--- config.mk ---
export PLATFORM = sky130hd
export DESIGN_NAME = tower_square_object
export DESIGN_NICKNAME = d
export VERILOG_FILES = /design/src/rtl/tower_pkg.sv /design/src/rtl/rect_hit_test.sv /design/src/rtl/tower_square_object.sv
export SDC_FILE = /design/constraint.sdc
export NUM_CORES = 1
export LEC_CHECK = 0
export BUFFER_PORTS_ARGS = -buffer_cell sky130_fd_sc_hd__clkbuf_2
export CORE_ASPECT_RATIO = 1.1
export CORE_MARGIN = 4
export CORE_UTILIZATION = 50
export DETAILED_ROUTE_END_ITERATION = 16
export PLACE_DENSITY = 0.8
export SETUP_SLACK_MARGIN = 0.1
export SYNTH_ARGS = -nofsm -noshare
export SYNTH_HDL_FRONTEND = slang
export SYNTH_SLANG_ARGS = --single-unit
--- constraint.sdc ---
create_clock -name clk -period 5.55 [get_ports clk]
set_clock_uncertainty 0.15 [all_clocks]
set_input_delay 0.2775 -clock clk [delete_from_list [all_inputs] [get_ports clk]]
set_output_delay 0.2775 -clock clk [all_outputs]
set_load 0.05 [all_outputs]
--- src/rtl/tower_pkg.sv ---
// Shared types and constants for the tower object block.
package tower_pkg;

   localparam int COORD_W         = 11;
   localparam int OBJECT_WIDTH_X  = 32;
   localparam int OBJECT_HEIGHT_Y = 64;
   localparam int GROW_STEP       = 4;
   localparam int SCREEN_W        = 640;
   localparam int SCREEN_H        = 480;

   typedef enum logic [1:0] {
      EMPTY    = 2'd0,
      PENDING  = 2'd1,
      BUILDING = 2'd2,
      STANDING = 2'd3
   } tower_state_t;

   // One extra bit on the sum so a far-right/bottom request cannot wrap into range.
   function automatic logic fits_on_screen(input logic [COORD_W-1:0] pos,
                                           input int size, input int limit);
      return ({1'b0, pos} + (COORD_W+1)'(size)) <= (COORD_W+1)'(limit);
   endfunction

endpackage

--- src/rtl/rect_hit_test.sv ---
// Combinational hit test: pixel against a column-bounded, row-windowed rectangle.
module rect_hit_test
   import tower_pkg::*;
(
   input  logic [COORD_W-1:0] i_pos_x,
   input  logic [COORD_W-1:0] i_pos_y,
   input  logic [COORD_W:0]   i_width,
   input  logic [COORD_W:0]   i_vis_top,
   input  logic [COORD_W:0]   i_vis_bottom,
   input  logic [COORD_W-1:0] i_pixel_x,
   input  logic [COORD_W-1:0] i_pixel_y,
   output logic               o_inside,
   output logic [COORD_W-1:0] o_offset_x,
   output logic [COORD_W-1:0] o_offset_y
);

   logic [COORD_W:0] w_px;
   logic [COORD_W:0] w_py;
   logic [COORD_W:0] w_left;

   assign w_px   = {1'b0, i_pixel_x};
   assign w_py   = {1'b0, i_pixel_y};
   assign w_left = {1'b0, i_pos_x};

   assign o_inside = (w_px >= w_left) && (w_px < w_left + i_width) &&
                     (w_py >= i_vis_top) && (w_py < i_vis_bottom);

   // Offsets stay relative to the full bitmap origin, not the visible top.
   assign o_offset_x = o_inside ? (i_pixel_x - i_pos_x) : '0;
   assign o_offset_y = o_inside ? (i_pixel_y - i_pos_y) : '0;

endmodule

--- src/rtl/tower_square_object.sv ---
// Single tower: placement handshake, frame-aligned commit, build animation, registered hit test.
//   state    | meaning
//   EMPTY    | no tower; accepting placement requests
//   PENDING  | position latched, waiting for frame start to commit
//   BUILDING | visible height growing by GROW_STEP each frame
//   STANDING | fully built, held until removed
module tower_square_object
   import tower_pkg::*;
#(
   parameter int P_WIDTH_X  = OBJECT_WIDTH_X,
   parameter int P_HEIGHT_Y = OBJECT_HEIGHT_Y,
   parameter int P_GROW     = GROW_STEP,
   parameter int P_SCREEN_W = SCREEN_W,
   parameter int P_SCREEN_H = SCREEN_H
) (
   input  logic               clk,
   input  logic               reset,
   input  logic [COORD_W-1:0] pixelX,
   input  logic [COORD_W-1:0] pixelY,
   input  logic               startOfFrame,
   input  logic               placeValid,
   output logic               placeReady,
   input  logic [COORD_W-1:0] placeX,
   input  logic [COORD_W-1:0] placeY,
   input  logic               removeReq,
   output logic               placeError,
   output logic               InsideRectangle,
   output logic [COORD_W-1:0] offsetX,
   output logic [COORD_W-1:0] offsetY,
   output logic [1:0]         towerState,
   output logic               building
);

   localparam logic [COORD_W-1:0] LP_H     = COORD_W'(P_HEIGHT_Y);
   localparam logic [COORD_W-1:0] LP_STEP  = COORD_W'(P_GROW);
   localparam logic [COORD_W-1:0] LP_FIRST = (P_GROW >= P_HEIGHT_Y) ? LP_H : LP_STEP;

   tower_state_t       r_state, w_state_nxt;
   logic [COORD_W-1:0] r_pend_x, r_pend_y, w_pend_x_nxt, w_pend_y_nxt;
   logic [COORD_W-1:0] r_act_x, r_act_y, w_act_x_nxt, w_act_y_nxt;
   logic [COORD_W-1:0] r_vis_h, w_vis_h_nxt;
   logic               r_rm_pend, w_rm_pend_nxt;
   logic               r_place_err, w_place_err_nxt;
   logic               r_inside;
   logic [COORD_W-1:0] r_off_x, r_off_y;

   logic               w_handshake, w_in_range, w_live, w_hit;
   logic [COORD_W-1:0] w_grown, w_hit_x, w_hit_y;
   logic [COORD_W:0]   w_vis_top, w_vis_bottom;

   assign placeReady  = (r_state == EMPTY) && !reset;
   assign w_handshake = placeValid && placeReady;
   assign w_in_range  = fits_on_screen(placeX, P_WIDTH_X, P_SCREEN_W) &&
                        fits_on_screen(placeY, P_HEIGHT_Y, P_SCREEN_H);
   assign w_grown     = ((r_vis_h + LP_STEP) >= LP_H) ? LP_H : (r_vis_h + LP_STEP);

   always_comb begin
      w_state_nxt     = r_state;
      w_pend_x_nxt    = r_pend_x;
      w_pend_y_nxt    = r_pend_y;
      w_act_x_nxt     = r_act_x;
      w_act_y_nxt     = r_act_y;
      w_vis_h_nxt     = r_vis_h;
      w_rm_pend_nxt   = r_rm_pend;
      w_place_err_nxt = 1'b0;
      case (r_state)
         EMPTY: begin
            if (w_handshake) begin
               if (w_in_range) begin
                  w_pend_x_nxt = placeX;
                  w_pend_y_nxt = placeY;
                  w_state_nxt  = PENDING;
               end else begin
                  w_place_err_nxt = 1'b1;
               end
            end
         end
         PENDING: begin
            if (removeReq) begin
               w_state_nxt = EMPTY;
            end else if (startOfFrame) begin
               w_act_x_nxt = r_pend_x;
               w_act_y_nxt = r_pend_y;
               w_vis_h_nxt = LP_FIRST;
               w_state_nxt = (LP_FIRST == LP_H) ? STANDING : BUILDING;
            end
         end
         default: begin
            // Removal is deferred to the frame boundary and beats growth.
            if ((removeReq || r_rm_pend) && startOfFrame) begin
               w_state_nxt   = EMPTY;
               w_vis_h_nxt   = '0;
               w_rm_pend_nxt = 1'b0;
            end else if (removeReq) begin
               w_rm_pend_nxt = 1'b1;
            end else if (startOfFrame && (r_state == BUILDING) && !r_rm_pend) begin
               w_vis_h_nxt = w_grown;
               if (w_grown == LP_H) w_state_nxt = STANDING;
            end
         end
      endcase
   end

   assign w_live       = (r_state == BUILDING) || (r_state == STANDING);
   assign w_vis_bottom = {1'b0, r_act_y} + (COORD_W+1)'(P_HEIGHT_Y);
   assign w_vis_top    = w_vis_bottom - {1'b0, r_vis_h};

   rect_hit_test u_hit (
      .i_pos_x      (r_act_x),
      .i_pos_y      (r_act_y),
      .i_width      ((COORD_W+1)'(P_WIDTH_X)),
      .i_vis_top    (w_vis_top),
      .i_vis_bottom (w_vis_bottom),
      .i_pixel_x    (pixelX),
      .i_pixel_y    (pixelY),
      .o_inside     (w_hit),
      .o_offset_x   (w_hit_x),
      .o_offset_y   (w_hit_y)
   );

   always_ff @(posedge clk) begin
      if (reset) begin
         r_state     <= EMPTY;
         r_pend_x    <= '0;
         r_pend_y    <= '0;
         r_act_x     <= '0;
         r_act_y     <= '0;
         r_vis_h     <= '0;
         r_rm_pend   <= 1'b0;
         r_place_err <= 1'b0;
         r_inside    <= 1'b0;
         r_off_x     <= '0;
         r_off_y     <= '0;
      end else begin
         r_state     <= w_state_nxt;
         r_pend_x    <= w_pend_x_nxt;
         r_pend_y    <= w_pend_y_nxt;
         r_act_x     <= w_act_x_nxt;
         r_act_y     <= w_act_y_nxt;
         r_vis_h     <= w_vis_h_nxt;
         r_rm_pend   <= w_rm_pend_nxt;
         r_place_err <= w_place_err_nxt;
         r_inside    <= w_live && w_hit;
         r_off_x     <= (w_live && w_hit) ? w_hit_x : '0;
         r_off_y     <= (w_live && w_hit) ? w_hit_y : '0;
      end
   end

   assign placeError      = r_place_err;
   assign InsideRectangle = r_inside;
   assign offsetX         = r_off_x;
   assign offsetY         = r_off_y;
   assign towerState      = r_state;
   assign building        = (r_state == BUILDING);

endmodule

==> results of run 1 <==
## how the worst min path moves through the flow
stage                  end  slack [ns]  depth (start not counted)
2_1_floorplan    r_rm_pend        0.23                          1
3_3_place_gp    r_act_y[9]        0.29                          2
3_5_place_dp    r_act_x[9]        0.30                          2
4_1_cts        r_pend_y[4]       0.004                          3
5_1_grt        r_pend_y[8]        0.03                          3
6_report       r_pend_y[4]       0.005                          3
## layout make-up
cell class,count,area [µm²]
Tap cell,120,150
Inverter,52,195
Clock inverter,7,77.6
Sequential cell,82,1640
Multi-Input combinational cell,469,3220
Clock buffer,9,124
Timing Repair Buffer,81,425
Fill cell,874,4100
## cells by family after synthesis
kind of cell	after synthesis	synth area share, %
buffers and inverters	71	5.53
XOR/XNOR	26	4.43
AO/OA/AOI/OAI	138	16.7
multiplexers	25	4.89
AND/OR/NAND/NOR	218	21.0
adder cells (fa/ha/maj)	62	15.5
flip-flops	82	31.9
## metal layers
| layer | up-vias | routed length (µm) | GRT usage (%) |
|---|---|---|---|
| met1 | 2096 | 5550 | 26.7 |
| met3 | 13 | 644 | 3.05 |
| li1 | 2362 | - | - |
| met2 | 136 | 5360 | 32.3 |
| met5 | - | 0 | 0 |
| met4 | 0 | 159 | 7.61 |
## cell usage after synthesis (9+ instances only)
master / instances
sky130_fd_sc_hd__a21oi_1: 55
sky130_fd_sc_hd__clkbuf_1: 15
sky130_fd_sc_hd__dfxtp_1: 82
sky130_fd_sc_hd__ha_1: 59
sky130_fd_sc_hd__inv_1: 52
sky130_fd_sc_hd__mux2i_1: 24
sky130_fd_sc_hd__nand2_1: 59
sky130_fd_sc_hd__nand2b_1: 12
sky130_fd_sc_hd__nand3_1: 13
sky130_fd_sc_hd__nor2_1: 46
sky130_fd_sc_hd__nor3_1: 36
sky130_fd_sc_hd__nor4_1: 9
sky130_fd_sc_hd__o21ai_0: 25
sky130_fd_sc_hd__xnor2_1: 15
sky130_fd_sc_hd__xor2_1: 11
## through the flow
stage	hold WS (ns)	utilization, %	area, µm²	power (mW)
detailed placement	0.298	56.4	5610	0.744
global route	0.0289	58.7	5840	1.24
global placement	0.288	56.4	5610	0.740
finish	0.00499	58.7	5840	1.19
floorplan	0.228	-	5140	0.699
CTS	0.00402	58.7	5840	1.19
## layout by cell type (no fill, tap or decap), types with 11 or more instances in the layout
| cell | synthesis | final |
|---|---|---|
| sky130_fd_sc_hd__nand3_1 | 13 | 13 |
| sky130_fd_sc_hd__nor3_1 | 36 | 36 |
| sky130_fd_sc_hd__xnor2_1 | 15 | 15 |
| sky130_fd_sc_hd__clkbuf_2 | 0 | 76 |
| sky130_fd_sc_hd__dfxtp_1 | 82 | 82 |
| sky130_fd_sc_hd__inv_1 | 52 | 52 |
| sky130_fd_sc_hd__ha_1 | 59 | 59 |
| sky130_fd_sc_hd__a21oi_1 | 55 | 55 |
| sky130_fd_sc_hd__nand2b_1 | 12 | 12 |
| sky130_fd_sc_hd__xor2_1 | 11 | 11 |
| sky130_fd_sc_hd__nor2_1 | 46 | 46 |
| sky130_fd_sc_hd__nand2_1 | 59 | 59 |
| sky130_fd_sc_hd__o21ai_0 | 25 | 25 |
| sky130_fd_sc_hd__mux2i_1 | 24 | 23 |
## sequential cells by signal (all words and copies together), names as in the netlist
| name | count |
|---|---|
| InsideRectangle | 1 |
| r_rm_pend | 1 |
| r_act_y | 11 |
| r_pend_y | 11 |
| r_vis_h | 11 |
| r_act_x | 11 |
| placeError | 1 |
| offsetX | 11 |
| towerState | 2 |
| offsetY | 11 |
| r_pend_x | 11 |
## tightest hold or removal path: stages
cell and delay [ns]:
sky130_fd_sc_hd__clkbuf_2 0.08, sky130_fd_sc_hd__mux2i_1 0.06, sky130_fd_sc_hd__nor2_1 0.07
## power by group
part           switching, mW  internal [mW]
clock network          0.241          0.212
registers            0.00120          0.589
logic                 0.0839         0.0593
==> flow_results.xml, run 1 <==
<?xml version="1.0" encoding="UTF-8"?>
<metrics>
  <group name="outcome">
    <metric name="status" unit="">complete, no violations</metric>
  </group>
  <group name="timing">
    <metric name="grt_setup_unrepaired" unit="">no</metric>
    <metric name="report.final.hold_viol_count" unit="">0</metric>
    <metric name="fin_crit_period" unit="ns">3.62</metric>
    <metric name="max_freq" unit="GHz">0.276</metric>
    <metric name="setup_viol" unit="">0</metric>
    <metric name="max_slew_margin" unit="%">16.8</metric>
    <metric name="fin_tns_setup" unit="ns">0</metric>
    <metric name="setup_ws" unit="ns">1.93</metric>
    <metric name="maxSlewViolCount" unit="">0</metric>
    <metric name="tightest_slew" unit="ns">1.24</metric>
    <metric name="period_share" unit="%">65.2</metric>
  </group>
  <group name="synthesis">
    <metric name="post-synth-top-area-fraction" unit="%">31.9</metric>
    <metric name="synth-edff-count" unit="">0</metric>
    <metric name="synth.yosys.seq_area_share" unit="%">31.9</metric>
    <metric name="postSynthNetCount" unit="">733</metric>
    <metric name="synth.distinct_cells" unit="">54</metric>
    <metric name="mean_area_per_synthesized_cell" unit="µm²">8.26</metric>
    <metric name="synth_seq_cells" unit="">82</metric>
    <metric name="synth.yosys.warnings" unit="">0</metric>
    <metric name="syn_area" unit="mm²">0.00514</metric>
    <metric name="synth_area_leader_cell" unit="">sky130_fd_sc_hd__dfxtp_1</metric>
    <metric name="synth_top_cells_by_area" unit="">sky130_fd_sc_hd__dfxtp_1, sky130_fd_sc_hd__ha_1, sky130_fd_sc_hd__a21oi_1</metric>
    <metric name="syn-instance-count" unit="">622</metric>
    <metric name="synth_async_sr_flop_share" unit="%">0</metric>
    <metric name="postSynth.topFlopCell" unit="">sky130_fd_sc_hd__dfxtp_1</metric>
  </group>
  <group name="setup_path">
    <metric name="rrSetupSlack" unit="ns">1.93</metric>
    <metric name="crit_path_start_kind" unit="">flip-flop</metric>
    <metric name="worst_setup_path_startpoint" unit="">r_act_y[6]</metric>
    <metric name="logic_depth_of_the_worst_setup_path_including_buffers" unit="">14</metric>
    <metric name="timing.critical_path.required" unit="ns">5.61</metric>
    <metric name="crit_arrival" unit="ns">3.68</metric>
    <metric name="worstReg2RegStart" unit="">r_act_y[6]</metric>
    <metric name="critPathTopFamily" unit="">compound AO/OA/AOI/OAI gates</metric>
    <metric name="worst_path_max_delay_cell" unit="">sky130_fd_sc_hd__a2111o_1</metric>
    <metric name="r2r.worst_path.cells" unit="">14</metric>
    <metric name="crit_path_frequent_cell" unit="">sky130_fd_sc_hd__ha_1</metric>
    <metric name="critical-path-max-stage-delay" unit="ns">0.41</metric>
    <metric name="worstSetupPathType" unit="">flip-flop to flip-flop</metric>
    <metric name="worstPathMaxFanout" unit="">23</metric>
    <metric name="crit_path_cell_trace" unit="">inv_1 &gt; ha_1 &gt; a21o_1 &gt; or3_1 &gt; o21ai_0 &gt; nand2_1 &gt; xnor2_1 &gt; ha_1 &gt; a2111o_1 &gt; a21oi_1 &gt; a211oi_1 &gt; o211ai_1 &gt; buf_4 &gt; nor3_1</metric>
    <metric name="endpoint_kind_of_the_worst_setup_timing_path" unit="">flip-flop</metric>
    <metric name="cp.buffers_inverters" unit="">2</metric>
    <metric name="setup.worst_path.end" unit="">offsetY[0]</metric>
    <metric name="regToRegEndpoint" unit="">offsetY[0]</metric>
  </group>
  <group name="cts">
    <metric name="clk_transition_reported_paths" unit="ns">0.09</metric>
    <metric name="cts_hold_buf" unit="">3</metric>
    <metric name="clockBufferDepth" unit="">2</metric>
    <metric name="clock_buffers_created_by_tritoncts" unit="">9</metric>
    <metric name="htree_num_levels" unit="">3</metric>
    <metric name="clock_latency" unit="ns">0.38</metric>
    <metric name="post_cts_buffers" unit="">0</metric>
    <metric name="cts_resized" unit="">0</metric>
    <metric name="clock-root-buffer" unit="">sky130_fd_sc_hd__clkbuf_8</metric>
    <metric name="sinks_on_the_clock_net" unit="">82</metric>
    <metric name="tritoncts" unit="">built</metric>
  </group>
  <group name="pwr">
    <metric name="pwr_density_cell" unit="mW/mm²">203</metric>
    <metric name="ir_drop" unit="mV">0.144</metric>
    <metric name="cellLeakagePower" unit="nW">2.33</metric>
  </group>
  <group name="layout">
    <metric name="layout.cells.non_filler" unit="">820</metric>
    <metric name="area.growth.synth_to_final" unit="%">13.6</metric>
    <metric name="num_antenna_cells" unit="">0</metric>
    <metric name="nNetsFinal" unit="">806</metric>
    <metric name="post_route_cells_drive_above_1_share" unit="%">14.7</metric>
  </group>
  <group name="grt">
    <metric name="aggregate_global_route_resource_usage" unit="%">19.9</metric>
    <metric name="first_global_vias" unit="">4408</metric>
    <metric name="largest_net_degree_at_the_start_of_global_routing" unit="">58</metric>
    <metric name="antenna_found_initial" unit="">0</metric>
    <metric name="global_route_total_overflow" unit="">0</metric>
    <metric name="grt_first_pass_wirelength" unit="µm">19900</metric>
  </group>
  <group name="floorplan">
    <metric name="die_x" unit="µm">105</metric>
    <metric name="dieHeight" unit="µm">114</metric>
    <metric name="initial_core_util" unit="%">51.7</metric>
    <metric name="floorplan.rows" unit="">38</metric>
    <metric name="placeableCoreArea" unit="mm²">0.00994</metric>
    <metric name="pin_count" unit="">77</metric>
    <metric name="design.die.area" unit="mm²">0.0120</metric>
  </group>
  <group name="min_path">
    <metric name="timing.hold.worst.start" unit="">placeY[4]</metric>
    <metric name="min-delay-path-class" unit="">input port to flip-flop</metric>
  </group>
  <group name="placed_design">
    <metric name="dp.final_hpwl" unit="µm">9170</metric>
    <metric name="cell_total_after_placement" unit="">801</metric>
    <metric name="gp_congestion" unit="">0.932</metric>
    <metric name="placement.setup.worst_slack" unit="ns">1.97</metric>
    <metric name="placement.io_buffers" unit="">76</metric>
  </group>
  <group name="routing">
    <metric name="remaining_number_of_nets_flagged_by_the_antenna_check_after_routing" unit="">0</metric>
    <metric name="detail_route.vias_per_cell" unit="">5.62</metric>
    <metric name="pre_antenna_drt_iters" unit="">5</metric>
    <metric name="drc" unit="">0</metric>
    <metric name="post_drt_wl_per_cell" unit="µm">14.3</metric>
    <metric name="drt-total-wl" unit="µm">11700</metric>
    <metric name="detailroute.via_count" unit="">4607</metric>
    <metric name="drtIter0Drc" unit="">226</metric>
  </group>
  <group name="flow_run">
    <metric name="max_cap_violations" unit="">0</metric>
  </group>
</metrics>
Note: power is estimated with default switching activity, not from simulation.
==> run 2, diff against run 1 <==
- ABC_AREA: unset -> 1
- PLACE_DENSITY: 0.8 -> 0.83
- clock period: 5.55 -> 3.1 ns (I/O delays scaled with it)
==> run 2 against run 1 <==
  * Die area is 0.52% higher
  * Register-to-register slack worse by 1.7 ns
  * Hold slack better by 0.0070 ns
  * Via count is 5.3% higher
  * Fmax is 26% higher
  * Core utilization is 5.0 points higher
  * Routed wire length is 7.0% higher
  * Sequential share of layout area is 2.1 points lower
  * First-iteration DRC count is 2.2% lower
  * Combinational power grew to 5.3 times the previous value
  * Clock power is 70% higher
  * Highest routed layer unchanged
==> flow_results.xml, run 2 <==
<?xml version="1.0" encoding="UTF-8"?>
<metrics>
  <group name="min_path">
    <metric name="min-delay-path-class" unit="">input port to flip-flop</metric>
  </group>
  <group name="layout">
    <metric name="post_route_cells_drive_above_1_share" unit="%">21.0</metric>
    <metric name="seqCellArea" unit="mm²">0.00166</metric>
    <metric name="most_frequent_cells_in_the_layout" unit="">sky130_fd_sc_hd__nand2_1, sky130_fd_sc_hd__inv_1, sky130_fd_sc_hd__clkbuf_2</metric>
    <metric name="fillers" unit="">844</metric>
    <metric name="multi_input_comb_area" unit="mm²">0.00320</metric>
    <metric name="num_antenna_cells" unit="">0</metric>
    <metric name="mostFrequentLayoutCell" unit="">sky130_fd_sc_hd__nand2_1</metric>
    <metric name="area.growth.synth_to_final" unit="%">23.1</metric>
    <metric name="nNetsFinal" unit="">924</metric>
    <metric name="final_core_util" unit="%">63.7</metric>
  </group>
  <group name="cts">
    <metric name="sinks_on_the_clock_net" unit="">82</metric>
    <metric name="clockBufferDepth" unit="">2</metric>
    <metric name="clk_transition_reported_paths" unit="ns">0.09</metric>
    <metric name="htree_num_levels" unit="">3</metric>
    <metric name="tritoncts" unit="">built</metric>
    <metric name="clock-root-buffer" unit="">sky130_fd_sc_hd__clkbuf_8</metric>
    <metric name="clock_latency" unit="ns">0.37</metric>
    <metric name="clock_buffers_created_by_tritoncts" unit="">9</metric>
  </group>
  <group name="setup_path">
    <metric name="worstPathMaxFanout" unit="">5</metric>
    <metric name="crit_arrival" unit="ns">2.98</metric>
    <metric name="endpoint_kind_of_the_worst_setup_timing_path" unit="">flip-flop</metric>
    <metric name="crit_path_start_kind" unit="">flip-flop</metric>
    <metric name="timing.critical_path.required" unit="ns">3.21</metric>
    <metric name="worstSetupPathType" unit="">flip-flop to flip-flop</metric>
  </group>
  <group name="grt">
    <metric name="first_global_vias" unit="">4429</metric>
    <metric name="antenna_found_initial" unit="">0</metric>
    <metric name="grt_first_pass_wirelength" unit="µm">20100</metric>
    <metric name="largest_net_degree_at_the_start_of_global_routing" unit="">46</metric>
    <metric name="global_route_total_overflow" unit="">0</metric>
    <metric name="aggregate_global_route_resource_usage" unit="%">20.5</metric>
  </group>
  <group name="synthesis">
    <metric name="synth_most_common_cell" unit="">sky130_fd_sc_hd__nand2_1</metric>
    <metric name="synth_area_leader_cell" unit="">sky130_fd_sc_hd__dfxtp_1</metric>
    <metric name="postSynthNetCount" unit="">814</metric>
    <metric name="synth-edff-count" unit="">0</metric>
    <metric name="synth.yosys.seq_area_share" unit="%">31.8</metric>
    <metric name="synth_top_cells_by_area" unit="">sky130_fd_sc_hd__dfxtp_1, sky130_fd_sc_hd__ha_1, sky130_fd_sc_hd__nand2_1</metric>
    <metric name="post-synth-top-area-fraction" unit="%">31.8</metric>
    <metric name="synth.yosys.warnings" unit="">0</metric>
    <metric name="syn_area" unit="mm²">0.00517</metric>
    <metric name="synth_async_sr_flop_share" unit="%">0</metric>
    <metric name="synth_seq_cells" unit="">82</metric>
    <metric name="mean_area_per_synthesized_cell" unit="µm²">7.35</metric>
    <metric name="synth.distinct_cells" unit="">40</metric>
    <metric name="post_synth_most_frequent_cells" unit="">sky130_fd_sc_hd__nand2_1, sky130_fd_sc_hd__inv_1, sky130_fd_sc_hd__dfxtp_1, sky130_fd_sc_hd__a21oi_1, sky130_fd_sc_hd__nor2_1</metric>
    <metric name="syn-instance-count" unit="">703</metric>
    <metric name="postSynth.topFlopCell" unit="">sky130_fd_sc_hd__dfxtp_1</metric>
  </group>
  <group name="floorplan">
    <metric name="placeableCoreArea" unit="mm²">0.00998</metric>
    <metric name="pin_count" unit="">77</metric>
    <metric name="initial_core_util" unit="%">51.8</metric>
    <metric name="die_x" unit="µm">105</metric>
    <metric name="dieHeight" unit="µm">115</metric>
    <metric name="floorplan.rows" unit="">38</metric>
    <metric name="design.die.area" unit="mm²">0.0120</metric>
  </group>
  <group name="outcome">
    <metric name="status" unit="">complete, no violations</metric>
  </group>
  <group name="timing">
    <metric name="final.hold.worst_slack" unit="ns">0.0120</metric>
    <metric name="max_freq" unit="GHz">0.348</metric>
    <metric name="max_slew_margin" unit="%">32.2</metric>
    <metric name="setup_ws" unit="ns">0.228</metric>
    <metric name="fin_tns_setup" unit="ns">0</metric>
    <metric name="fin_crit_period" unit="ns">2.87</metric>
    <metric name="report.final.hold_viol_count" unit="">0</metric>
    <metric name="maxSlewViolCount" unit="">0</metric>
    <metric name="tightest_slew" unit="ns">1.02</metric>
    <metric name="setup_viol" unit="">0</metric>
    <metric name="period_share" unit="%">92.7</metric>
    <metric name="grt_setup_unrepaired" unit="">no</metric>
  </group>
  <group name="pwr">
    <metric name="power.total" unit="mW">2.64</metric>
    <metric name="ir_drop" unit="mV">0.275</metric>
    <metric name="pwr_density_cell" unit="mW/mm²">416</metric>
    <metric name="cellLeakagePower" unit="nW">2.95</metric>
  </group>
  <group name="routing">
    <metric name="pre_antenna_drt_iters" unit="">5</metric>
    <metric name="post_drt_wl_per_cell" unit="µm">13.4</metric>
    <metric name="drc" unit="">0</metric>
    <metric name="drtIter0Drc" unit="">221</metric>
    <metric name="detailroute.via_count" unit="">4853</metric>
    <metric name="remaining_number_of_nets_flagged_by_the_antenna_check_after_routing" unit="">0</metric>
    <metric name="drt-total-wl" unit="µm">12500</metric>
    <metric name="detail_route.vias_per_cell" unit="">5.17</metric>
  </group>
  <group name="placed_design">
    <metric name="placement.setup.worst_slack" unit="ns">0.00838</metric>
    <metric name="gp_congestion" unit="">0.916</metric>
    <metric name="placement.io_buffers" unit="">76</metric>
    <metric name="dp.final_hpwl" unit="µm">9080</metric>
  </group>
  <group name="flow_run">
    <metric name="max_cap_violations" unit="">0</metric>
  </group>
</metrics>
-- run 2: cells by family after synthesis --
family                     synth area share [%]
buffers and inverters                      9.30
AOI/OAI and AO/OA                          15.2
DFF                                        31.8
and+or+nand+nor                            22.5
xor gates and xnor gates                   5.76
adders and majority gates                  15.4
-- run 2: critical path, stage by stage, from the launching register on --
cell	delay (ns)
sky130_fd_sc_hd__dfxtp_4	0.41
sky130_fd_sc_hd__nand3_2	0.10
sky130_fd_sc_hd__nor2_2	0.13
sky130_fd_sc_hd__inv_1	0.06
sky130_fd_sc_hd__nand2_1	0.11
sky130_fd_sc_hd__inv_1	0.06
sky130_fd_sc_hd__ha_1	0.35
sky130_fd_sc_hd__nand2_1	0.10
sky130_fd_sc_hd__nor2_1	0.14
sky130_fd_sc_hd__nand3_1	0.12
sky130_fd_sc_hd__o2111ai_1	0.13
sky130_fd_sc_hd__xnor2_1	0.18
sky130_fd_sc_hd__ha_1	0.27
sky130_fd_sc_hd__nand2_1	0.08
sky130_fd_sc_hd__nand2_2	0.06
sky130_fd_sc_hd__nand3_4	0.12
sky130_fd_sc_hd__buf_4	0.17
sky130_fd_sc_hd__nor2_2	0.04
-- run 2: power breakdown --
| part | internal, mW | switching (mW) | leakage [nW] |
|---|---|---|---|
| Combinational | 0.314 | 0.448 | 2.19 |
| Clock | 0.346 | 0.424 | 0.0981 |
| Sequential | 1.08 | 0.0300 | 0.667 |
-- run 2: final cells by class --
type | count | share of cell area, %
Tap cell | 120 | 2.36
Clock buffer | 11 | 2.38
Inverter | 105 | 6.20
Timing Repair Buffer | 115 | 12.0
Clock inverter | 5 | 0.708
Sequential cell | 82 | 26.0
Multi-Input combinational cell | 500 | 50.3
-- run 2: path summary, 6_finish.rpt --
| check | from | to | slack (ns) | cells past startpoint |
|---|---|---|---|---|
| hold reg to reg | r_pend_y[10] | r_pend_y[10] | 0.30 | 2 |
| setup / recovery | r_act_y[8] | offsetY[6] | 0.23 | 17 |
| hold / removal | placeY[10] | placeError | 0.01 | 6 |
| setup reg to reg | r_act_y[8] | offsetY[6] | 0.23 | 17 |
-- run 2: timing repair --
item                                   4_1_cts  5_1_grt
pin swaps                                    1        6
endpoints found under the hold margin       22        0
hold buffers                                23        0
resized for setup                           14       26
gates cloned                                 1        0
setup buffers                                3        4
setup endpoints to repair                   20       23
-- run 2: layer usage --
metal | vias to the layer above | wire length (µm) | track usage (%)
met5 | - | 0 | 0
met4 | 0 | 332 | 9.10
met3 | 27 | 520 | 3.16
met2 | 137 | 6090 | 35.1
met1 | 2164 | 5580 | 25.6
li1 | 2525 | - | -
-- run 2: through the flow --
step | std cells | cell area (µm²)
floorplan | 703 | 5170
global placement | 891 | 5690
detailed placement | 891 | 5690
CTS | 934 | 6210
global route | 938 | 6360
finish | 938 | 6360
